### src/rtl/i2c_accel_target.sv
// I2C register-access target for an accelerometer-style register file.
// Raw SCL/SDA are synchronised and glitch-filtered.  A two-process FSM then
// decodes START/STOP, the device address, a register pointer, and data bytes.
// Register-file side: reg_wr is a one-cycle strobe with reg_addr/reg_wdata
// valid in the same cycle.  reg_rd is a one-cycle request with reg_addr
// valid in the same cycle.  reg_rdata is captured exactly one cycle after
// reg_rd, so there is no back-pressure on either strobe.
`timescale 1ns/1ps

module i2c_accel_target #(
    parameter logic [6:0] DEV_ADDR = 7'h1D,
    parameter int         FILT_LEN = 3
) (
    input  logic       clk,
    input  logic       reset,
    input  logic       scl_i,
    input  logic       sda_i,
    output logic       sda_oe,
    output logic [7:0] reg_addr,
    output logic [7:0] reg_wdata,
    output logic       reg_wr,
    output logic       reg_rd,
    input  logic [7:0] reg_rdata,
    output logic       busy,
    output logic [3:0] dbg_state
);

    localparam int CW = (FILT_LEN > 1) ? $clog2(FILT_LEN) : 1;

    typedef enum logic [3:0] {
        S_IDLE     = 4'd0,
        S_ADDR     = 4'd1,
        S_ADDR_ACK = 4'd2,
        S_PTR      = 4'd3,
        S_PTR_ACK  = 4'd4,
        S_WR       = 4'd5,
        S_WR_ACK   = 4'd6,
        S_RD       = 4'd7,
        S_RD_ACK   = 4'd8,
        S_IGNORE   = 4'd9
    } state_t;

    // Bit 1 carries SCL and bit 0 carries SDA through the input conditioning.
    logic [1:0]    r_sync1;
    logic [1:0]    r_sync2;
    logic [1:0]    r_filt;
    logic [1:0]    r_filt_d;
    logic [CW-1:0] r_cnt [2];

    logic w_scl_f;
    logic w_sda_f;
    logic w_scl_rise;
    logic w_scl_fall;
    logic w_start;
    logic w_stop;

    // FSM and datapath registers
    state_t     r_state;
    logic [3:0] r_bit_cnt;
    logic [7:0] r_shift;
    logic [7:0] r_ptr;
    logic [7:0] r_tx;
    logic       r_rw;
    logic       r_phase;
    logic       r_rd_d;
    logic       r_sda_oe;
    logic       r_reg_wr;
    logic       r_reg_rd;
    logic [7:0] r_reg_addr;
    logic [7:0] r_reg_wdata;
    logic       r_busy;

    // Next-state values
    state_t     w_state_nxt;
    logic [3:0] w_bit_cnt_nxt;
    logic [7:0] w_shift_nxt;
    logic [7:0] w_ptr_nxt;
    logic [7:0] w_tx_nxt;
    logic       w_rw_nxt;
    logic       w_phase_nxt;
    logic       w_sda_oe_nxt;
    logic       w_reg_wr_nxt;
    logic       w_reg_rd_nxt;
    logic [7:0] w_reg_addr_nxt;
    logic [7:0] w_reg_wdata_nxt;
    logic       w_busy_nxt;

    logic [7:0] w_rx_byte;
    logic [7:0] w_ptr_inc;

    // Two-stage synchroniser, then accept a new level only after FILT_LEN
    // consecutive samples disagree with the current filtered level.
    always_ff @(posedge clk or posedge reset) begin
        if (reset) begin
            r_sync1  <= 2'b11;
            r_sync2  <= 2'b11;
            r_filt   <= 2'b11;
            r_filt_d <= 2'b11;
            for (int i = 0; i < 2; i++) begin
                r_cnt[i] <= '0;
            end
        end else begin
            r_sync1  <= {scl_i, sda_i};
            r_sync2  <= r_sync1;
            r_filt_d <= r_filt;
            for (int i = 0; i < 2; i++) begin
                if (r_sync2[i] == r_filt[i]) begin
                    r_cnt[i] <= '0;
                end else if (r_cnt[i] == CW'(FILT_LEN - 1)) begin
                    r_filt[i] <= r_sync2[i];
                    r_cnt[i]  <= '0;
                end else begin
                    r_cnt[i] <= r_cnt[i] + 1'b1;
                end
            end
        end
    end

    assign w_scl_f    = r_filt[1];
    assign w_sda_f    = r_filt[0];
    assign w_scl_rise = w_scl_f & ~r_filt_d[1];
    assign w_scl_fall = ~w_scl_f & r_filt_d[1];
    // START/STOP need SCL high in both the current and the previous sample,
    // so an SDA edge that lines up with an SCL edge is never taken as one.
    assign w_start    = w_scl_f & r_filt_d[1] & r_filt_d[0] & ~w_sda_f;
    assign w_stop     = w_scl_f & r_filt_d[1] & ~r_filt_d[0] & w_sda_f;

    // Byte as it stands once the bit sampled on this SCL rise is shifted in.
    assign w_rx_byte  = {r_shift[6:0], w_sda_f};
    assign w_ptr_inc  = r_ptr + 8'd1;

    // FSM state and datapath register update
    always_ff @(posedge clk or posedge reset) begin
        if (reset) begin
            r_state     <= S_IDLE;
            r_bit_cnt   <= 4'd0;
            r_shift     <= 8'h00;
            r_ptr       <= 8'h00;
            r_tx        <= 8'h00;
            r_rw        <= 1'b0;
            r_phase     <= 1'b0;
            r_rd_d      <= 1'b0;
            r_sda_oe    <= 1'b0;
            r_reg_wr    <= 1'b0;
            r_reg_rd    <= 1'b0;
            r_reg_addr  <= 8'h00;
            r_reg_wdata <= 8'h00;
            r_busy      <= 1'b0;
        end else begin
            r_state     <= w_state_nxt;
            r_bit_cnt   <= w_bit_cnt_nxt;
            r_shift     <= w_shift_nxt;
            r_ptr       <= w_ptr_nxt;
            r_tx        <= w_tx_nxt;
            r_rw        <= w_rw_nxt;
            r_phase     <= w_phase_nxt;
            r_rd_d      <= r_reg_rd;
            r_sda_oe    <= w_sda_oe_nxt;
            r_reg_wr    <= w_reg_wr_nxt;
            r_reg_rd    <= w_reg_rd_nxt;
            r_reg_addr  <= w_reg_addr_nxt;
            r_reg_wdata <= w_reg_wdata_nxt;
            r_busy      <= w_busy_nxt;
        end
    end

    // Next-state logic.  In the ACK states r_phase is 0 until the fall that
    // ends bit 8 (which starts the ACK drive).  It is 1 until the fall that
    // ends the 9th clock.  In RD_ACK, r_phase records that the master ACKed.
    always_comb begin
        w_state_nxt     = r_state;
        w_bit_cnt_nxt   = r_bit_cnt;
        w_shift_nxt     = r_shift;
        w_ptr_nxt       = r_ptr;
        w_tx_nxt        = r_rd_d ? reg_rdata : r_tx;
        w_rw_nxt        = r_rw;
        w_phase_nxt     = r_phase;
        w_sda_oe_nxt    = r_sda_oe;
        w_reg_wr_nxt    = 1'b0;
        w_reg_rd_nxt    = 1'b0;
        w_reg_addr_nxt  = r_reg_addr;
        w_reg_wdata_nxt = r_reg_wdata;
        w_busy_nxt      = r_busy;

        if (w_start) begin
            w_state_nxt   = S_ADDR;
            w_bit_cnt_nxt = 4'd0;
            w_phase_nxt   = 1'b0;
            w_sda_oe_nxt  = 1'b0;
            w_busy_nxt    = 1'b0;
        end else if (w_stop) begin
            w_state_nxt  = S_IDLE;
            w_phase_nxt  = 1'b0;
            w_sda_oe_nxt = 1'b0;
            w_busy_nxt   = 1'b0;
        end else begin
            case (r_state)
                S_IDLE: begin
                    w_sda_oe_nxt = 1'b0;
                end

                S_ADDR: begin
                    if (w_scl_rise) begin
                        w_shift_nxt   = w_rx_byte;
                        w_bit_cnt_nxt = r_bit_cnt + 4'd1;
                        if (r_bit_cnt == 4'd7) begin
                            w_bit_cnt_nxt = 4'd0;
                            if (w_rx_byte[7:1] == DEV_ADDR) begin
                                w_state_nxt = S_ADDR_ACK;
                                w_phase_nxt = 1'b0;
                                w_rw_nxt    = w_rx_byte[0];
                                w_busy_nxt  = 1'b1;
                                // Prefetch the first read byte during the ACK.
                                if (w_rx_byte[0]) begin
                                    w_reg_rd_nxt   = 1'b1;
                                    w_reg_addr_nxt = r_ptr;
                                end
                            end else begin
                                w_state_nxt = S_IGNORE;
                            end
                        end
                    end
                end

                S_ADDR_ACK: begin
                    if (w_scl_fall) begin
                        if (!r_phase) begin
                            w_sda_oe_nxt = 1'b1;
                            w_phase_nxt  = 1'b1;
                        end else begin
                            w_phase_nxt   = 1'b0;
                            w_bit_cnt_nxt = 4'd0;
                            if (r_rw) begin
                                w_state_nxt  = S_RD;
                                w_sda_oe_nxt = ~r_tx[7];
                            end else begin
                                w_state_nxt  = S_PTR;
                                w_sda_oe_nxt = 1'b0;
                            end
                        end
                    end
                end

                S_PTR: begin
                    if (w_scl_rise) begin
                        w_shift_nxt   = w_rx_byte;
                        w_bit_cnt_nxt = r_bit_cnt + 4'd1;
                        if (r_bit_cnt == 4'd7) begin
                            w_bit_cnt_nxt = 4'd0;
                            w_ptr_nxt     = w_rx_byte;
                            w_state_nxt   = S_PTR_ACK;
                            w_phase_nxt   = 1'b0;
                        end
                    end
                end

                S_WR: begin
                    if (w_scl_rise) begin
                        w_shift_nxt   = w_rx_byte;
                        w_bit_cnt_nxt = r_bit_cnt + 4'd1;
                        // Only a complete byte is written; an abort earlier
                        // leaves the register file and pointer untouched.
                        if (r_bit_cnt == 4'd7) begin
                            w_bit_cnt_nxt   = 4'd0;
                            w_reg_wr_nxt    = 1'b1;
                            w_reg_addr_nxt  = r_ptr;
                            w_reg_wdata_nxt = w_rx_byte;
                            w_ptr_nxt       = w_ptr_inc;
                            w_state_nxt     = S_WR_ACK;
                            w_phase_nxt     = 1'b0;
                        end
                    end
                end

                S_PTR_ACK, S_WR_ACK: begin
                    if (w_scl_fall) begin
                        if (!r_phase) begin
                            w_sda_oe_nxt = 1'b1;
                            w_phase_nxt  = 1'b1;
                        end else begin
                            w_sda_oe_nxt  = 1'b0;
                            w_phase_nxt   = 1'b0;
                            w_bit_cnt_nxt = 4'd0;
                            w_state_nxt   = S_WR;
                        end
                    end
                end

                S_RD: begin
                    if (w_scl_rise) begin
                        w_bit_cnt_nxt = r_bit_cnt + 4'd1;
                    end else if (w_scl_fall) begin
                        if (r_bit_cnt == 4'd8) begin
                            w_sda_oe_nxt  = 1'b0;
                            w_bit_cnt_nxt = 4'd0;
                            w_phase_nxt   = 1'b0;
                            w_state_nxt   = S_RD_ACK;
                        end else begin
                            w_tx_nxt     = {r_tx[6:0], 1'b0};
                            w_sda_oe_nxt = ~r_tx[6];
                        end
                    end
                end

                S_RD_ACK: begin
                    if (w_scl_rise) begin
                        if (!w_sda_f) begin
                            w_ptr_nxt      = w_ptr_inc;
                            w_reg_rd_nxt   = 1'b1;
                            w_reg_addr_nxt = w_ptr_inc;
                            w_phase_nxt    = 1'b1;
                        end else begin
                            w_state_nxt = S_IGNORE;
                        end
                    end else if (w_scl_fall && r_phase) begin
                        w_phase_nxt   = 1'b0;
                        w_bit_cnt_nxt = 4'd0;
                        w_sda_oe_nxt  = ~r_tx[7];
                        w_state_nxt   = S_RD;
                    end
                end

                S_IGNORE: begin
                    w_sda_oe_nxt = 1'b0;
                end

                default: begin
                    w_state_nxt  = S_IDLE;
                    w_sda_oe_nxt = 1'b0;
                    w_busy_nxt   = 1'b0;
                end
            endcase
        end
    end

    assign sda_oe    = r_sda_oe;
    assign reg_addr  = r_reg_addr;
    assign reg_wdata = r_reg_wdata;
    assign reg_wr    = r_reg_wr;
    assign reg_rd    = r_reg_rd;
    assign busy      = r_busy;
    assign dbg_state = r_state;

endmodule

### config.mk
export PLATFORM = sky130hd
export DESIGN_NAME = i2c_accel_target
export DESIGN_NICKNAME = d
export VERILOG_FILES = /design/src/rtl/i2c_accel_target.sv
export SDC_FILE = /design/constraint.sdc
export NUM_CORES = 1
export LEC_CHECK = 0
export ABC_AREA = 1
export CAP_MARGIN = 30
export CORE_MARGIN = 5
export CORE_UTILIZATION = 65
export DETAILED_ROUTE_END_ITERATION = 12
export DONT_BUFFER_PORTS = 1
export PLACE_DENSITY = 0.78
export REMOVE_ABC_BUFFERS = 1
export SETUP_SLACK_MARGIN = 0.3
export SYNTH_ARGS = -nofsm -noshare
export SYNTH_HDL_FRONTEND = slang
export SYNTH_SLANG_ARGS = --single-unit
export TNS_END_PERCENT = 5
### constraint.sdc
create_clock -name clk -period 6.2 [get_ports clk]
set_clock_uncertainty 0.1 [all_clocks]
set_input_delay 1.24 -clock clk [delete_from_list [all_inputs] [get_ports clk]]
set_output_delay 1.24 -clock clk [all_outputs]
set_load 0.01 [all_outputs]
==> key figures <==
Logic synthesis
  • Synth Area in Adders: 0.0189
  • Post-synthesis simple-gate area fraction: 0.342
  • Mapped cell area: 3960 sq um
  • Avg Cell Area, Syn: 7.67 sq um
  • Post-Synthesis Cells: 517
  • Compound-gate portion of the synthesized area: 0.116
  • Post-synthesis sequential area ratio: 0.419
  • Flops & latches, synth: 66
  • Post-synthesis xor/xnor area fraction: 0.0177
  • Area leader, netlist: dfrtp_1
  • Post-synthesis mux area share: 0.0101
  • Area contributors post-synth: dfrtp_1 (37%), nand2_1 (15%), nand3_1 (5.6%), dfstp_2 (5.3%), nor2_1 (4.5%)
  • Post-synth top area share: 0.366
  • Post-synth cell types: 34
  • Largest family of logic cells by synthesized area: simple AND/OR/NAND/NOR gates
  • Synth warn: 0

Floorplanning
  • I/O pin total: 36
  • Die Ht: 88.1 um
  • Die X: 88.1 um
  • FP Rows: 28
  • Initial core utilization: 0.669
  • Core footprint: a little under 6000 sq um
  • Die area: 7760 sq um

GRT
  • Pin count of the biggest net entering global routing: 67
  • Vias in the first global route: 3218
  • GRT Resource Usage Total: 0.253
  • Global-route wire length before repair: between 15 and 20 mm
  • Top Usage Layer GRT: met2
  • Met3 Use GR: 0.0668
  • Initial antenna violation count: 0
  • Met2 usage: 0.396
  • Grt total ovfl: 0
  • GR Layer Usage met1: 0.340

Critical path
  • Worst Path Required: 6.31 ns
  • Startpoint types: flip-flop
  • CP Data Arrival Time: 2.53 ns
  • Crit-path cells: ha_1, nand2_1, or3_1, nand2_1, o21ai_2
  • Worst path max stage delay: about 0.69 ns
  • Crit-path slowest cell: or3_1
  • Crit-path max FO: 16
  • Critical Path End Type: flip-flop
  • Critical path's most frequent cell: nand2_1
  • Worst path bufs/invs: 0
  • Critical path type: reg2reg
  • Top Family by Delay on Critical Path: simple AND/OR/NAND/NOR gates

Final layout
  • N_diodes: 0
  • Share of layout cells above drive strength 1: 0.157
  • Most common cell after layout, fill and taps aside: nand2_1
  • Final cell count without fillers: roughly 600
  • Most frequent cells in the layout: nand2_1 (161), dfrtp_1 (58), nor2_1 (47)
  • P&R area growth vs syn: 5.62%
  • NumNets Final: 535

Timing
  • Hold WS: 0.257 ns
  • Fin. Hold Viols: 0
  • Setup-failing EPs final: 0
  • Period utilisation layout: 0.390
  • Unrepaired setup endpoints after global routing: no
  • Final setup TNS: 0 ns
  • Period minus WS final: 2.42 ns
  • Final Slew Violations: 0
  • Worst slew pin tran: around 0.80 ns
  • Max Fclk: roughly 410 MHz
  • Rel. slew slack: 0.463

CTS
  • CTS Buf Count: 9
  • CTS Root Cell: clkbuf_8
  • CTS H-Tree Depth: 3
  • Postcts setup bufs: 0
  • Clock latency on the worst-skew pair: 0.35 ns
  • Clk pin slew, worst setup/hold paths: 0.07 ns
  • Hold Buf Count CTS: 0
  • CTS tree: built
  • Clock tree buffer depth: 2
  • Clk sinks: 66
  • Resized Gates After CTS: 0

Power and ir drop
  • Leak Pwr: 0.00215 uW
  • PD cells: approximately 430 nW/um^2
  • IR drop worst, VDD: 349 uV

Route
  • DR vias/cell: 5.57
  • Post-DRT Antenna Nets: 0
  • Remaining DRCs: 0
  • Final wirelength: 8.97 mm
  • First-pass iteration count of the detailed router: 5
  • Via count of the routed design: 3325
  • DR WL/cell: 15.0 um
  • Iter 0 DRT Violations: 305

Run
  • Maxcap violations: 0

Placed design
  • PortBufs: 0
  • Placed insts: 581
  • Global placement routability congestion: 0.952
  • Post-DP HPWL: approximately 6.5 mm

Min path
  • Hold/Removal Path Class: reg2reg

Run status
  • Status: finished clean
cell type report:
cell class / instances / area [sq um]
clock inverters: 6 / 87.6
fillers: 497 / 1730
inverters: 51 / 199
clock buffers: 10 / 138
multi-input cells: 388 / 2000
flip-flops and latches: 66 / 1660
repair buffers: 1 / 7.51
well taps: 75 / 93.8
path summary, 6_finish.rpt:
| path | cells past startpoint | start | to | slack (ns) |
|---|---|---|---|---|
| max in group asynchronous | 2 | reset | r_rd_d$_DFF_PP0_ | 4.56 |
| worst max-delay path | 5 | r_filt[1]$_DFFE_PP1P_ | reg_wdata[6]$_DFFE_PP0P_ | 3.78 |
| worst min-delay path | 0 | r_sync1[0]$_DFF_PP1_ | r_sync2[0]$_DFF_PP1_ | 0.26 |
| worst min register to register | 0 | r_sync1[0]$_DFF_PP1_ | r_sync2[0]$_DFF_PP1_ | 0.26 |
| min in group asynchronous | 2 | reset | r_cnt[1]$_DFF_PP0_ | 0.90 |
| worst max register to register | 5 | r_filt[1]$_DFFE_PP1P_ | reg_wdata[6]$_DFFE_PP0P_ | 3.78 |
registers in the layout, indices dropped and copies added, names as in the netlist, 2 cells and up:
name and cells:
r_sync2 2, reg_wdata 8, r_filt 2, reg_addr 8
r_shift 7, r_sync1 2, r_filt_d 2, r_ptr 8
r_bit_cnt 4, r_tx 8, r_cnt 4, dbg_state 4
power breakdown:
group	total (uW)	leakage, uW	switching (uW)	internal, uW
clock network	414	0.000117	176	238
logic	745	0.00119	511	234
registers	635	0.000844	97.7	538
total	1790	0.00215	785	1010
logic make-up after synthesis:
| kind of cell | Yosys count |
|---|---|
| AOI/OAI and AO/OA | 73 |
| muxes | 4 |
| and+or+nand+nor | 297 |
| DFF | 66 |
| buffers and inverters | 63 |
| xor gates and xnor gates | 8 |
| adders and majority gates | 6 |
synth_stat cells:
library cell / n
xor2_1: 4
a21boi_0: 1
buf_2: 4
ha_1: 6
dfstp_2: 8
or2_2: 1
nand2_4: 4
a31oi_1: 1
xnor2_1: 4
clkbuf_1: 2
a21oi_1: 7
or3_1: 1
clkinv_4: 1
nand2_2: 7
inv_4: 1
inv_2: 5
nand2_1: 161
nand3_1: 44
nor2_2: 4
o21ai_2: 20
mux2i_1: 4
nand4_1: 8
inv_1: 44
nor2_1: 47
nor2_4: 6
nor3_1: 9
dfrtp_1: 58
o21ai_1: 9
buf_6: 5
nand3_2: 3
a31oi_2: 2
o21ai_0: 33
buf_12: 1
nand3_4: 2
metal layers:
metal | up-vias | part of all wire
met2 | 123 | 0.45
met1 | 1514 | 0.45
met4 | 0 | 0.022
met5 | - | 0
met3 | 22 | 0.077
li1 | 1666 | -
through the flow:
stage	power (uW)	instance area, sq um	setup slack, ns	util
2_1_floorplan	1210	3860	3.22	-
3_5_place_dp	1380	3960	3.79	0.669
4_1_cts	1790	4190	3.79	0.707
3_3_place_gp	1360	3960	3.92	0.669
5_1_grt	1940	4190	3.61	0.707
6_report	1790	4190	3.78	0.707
Power figures use the tool's default switching activity.
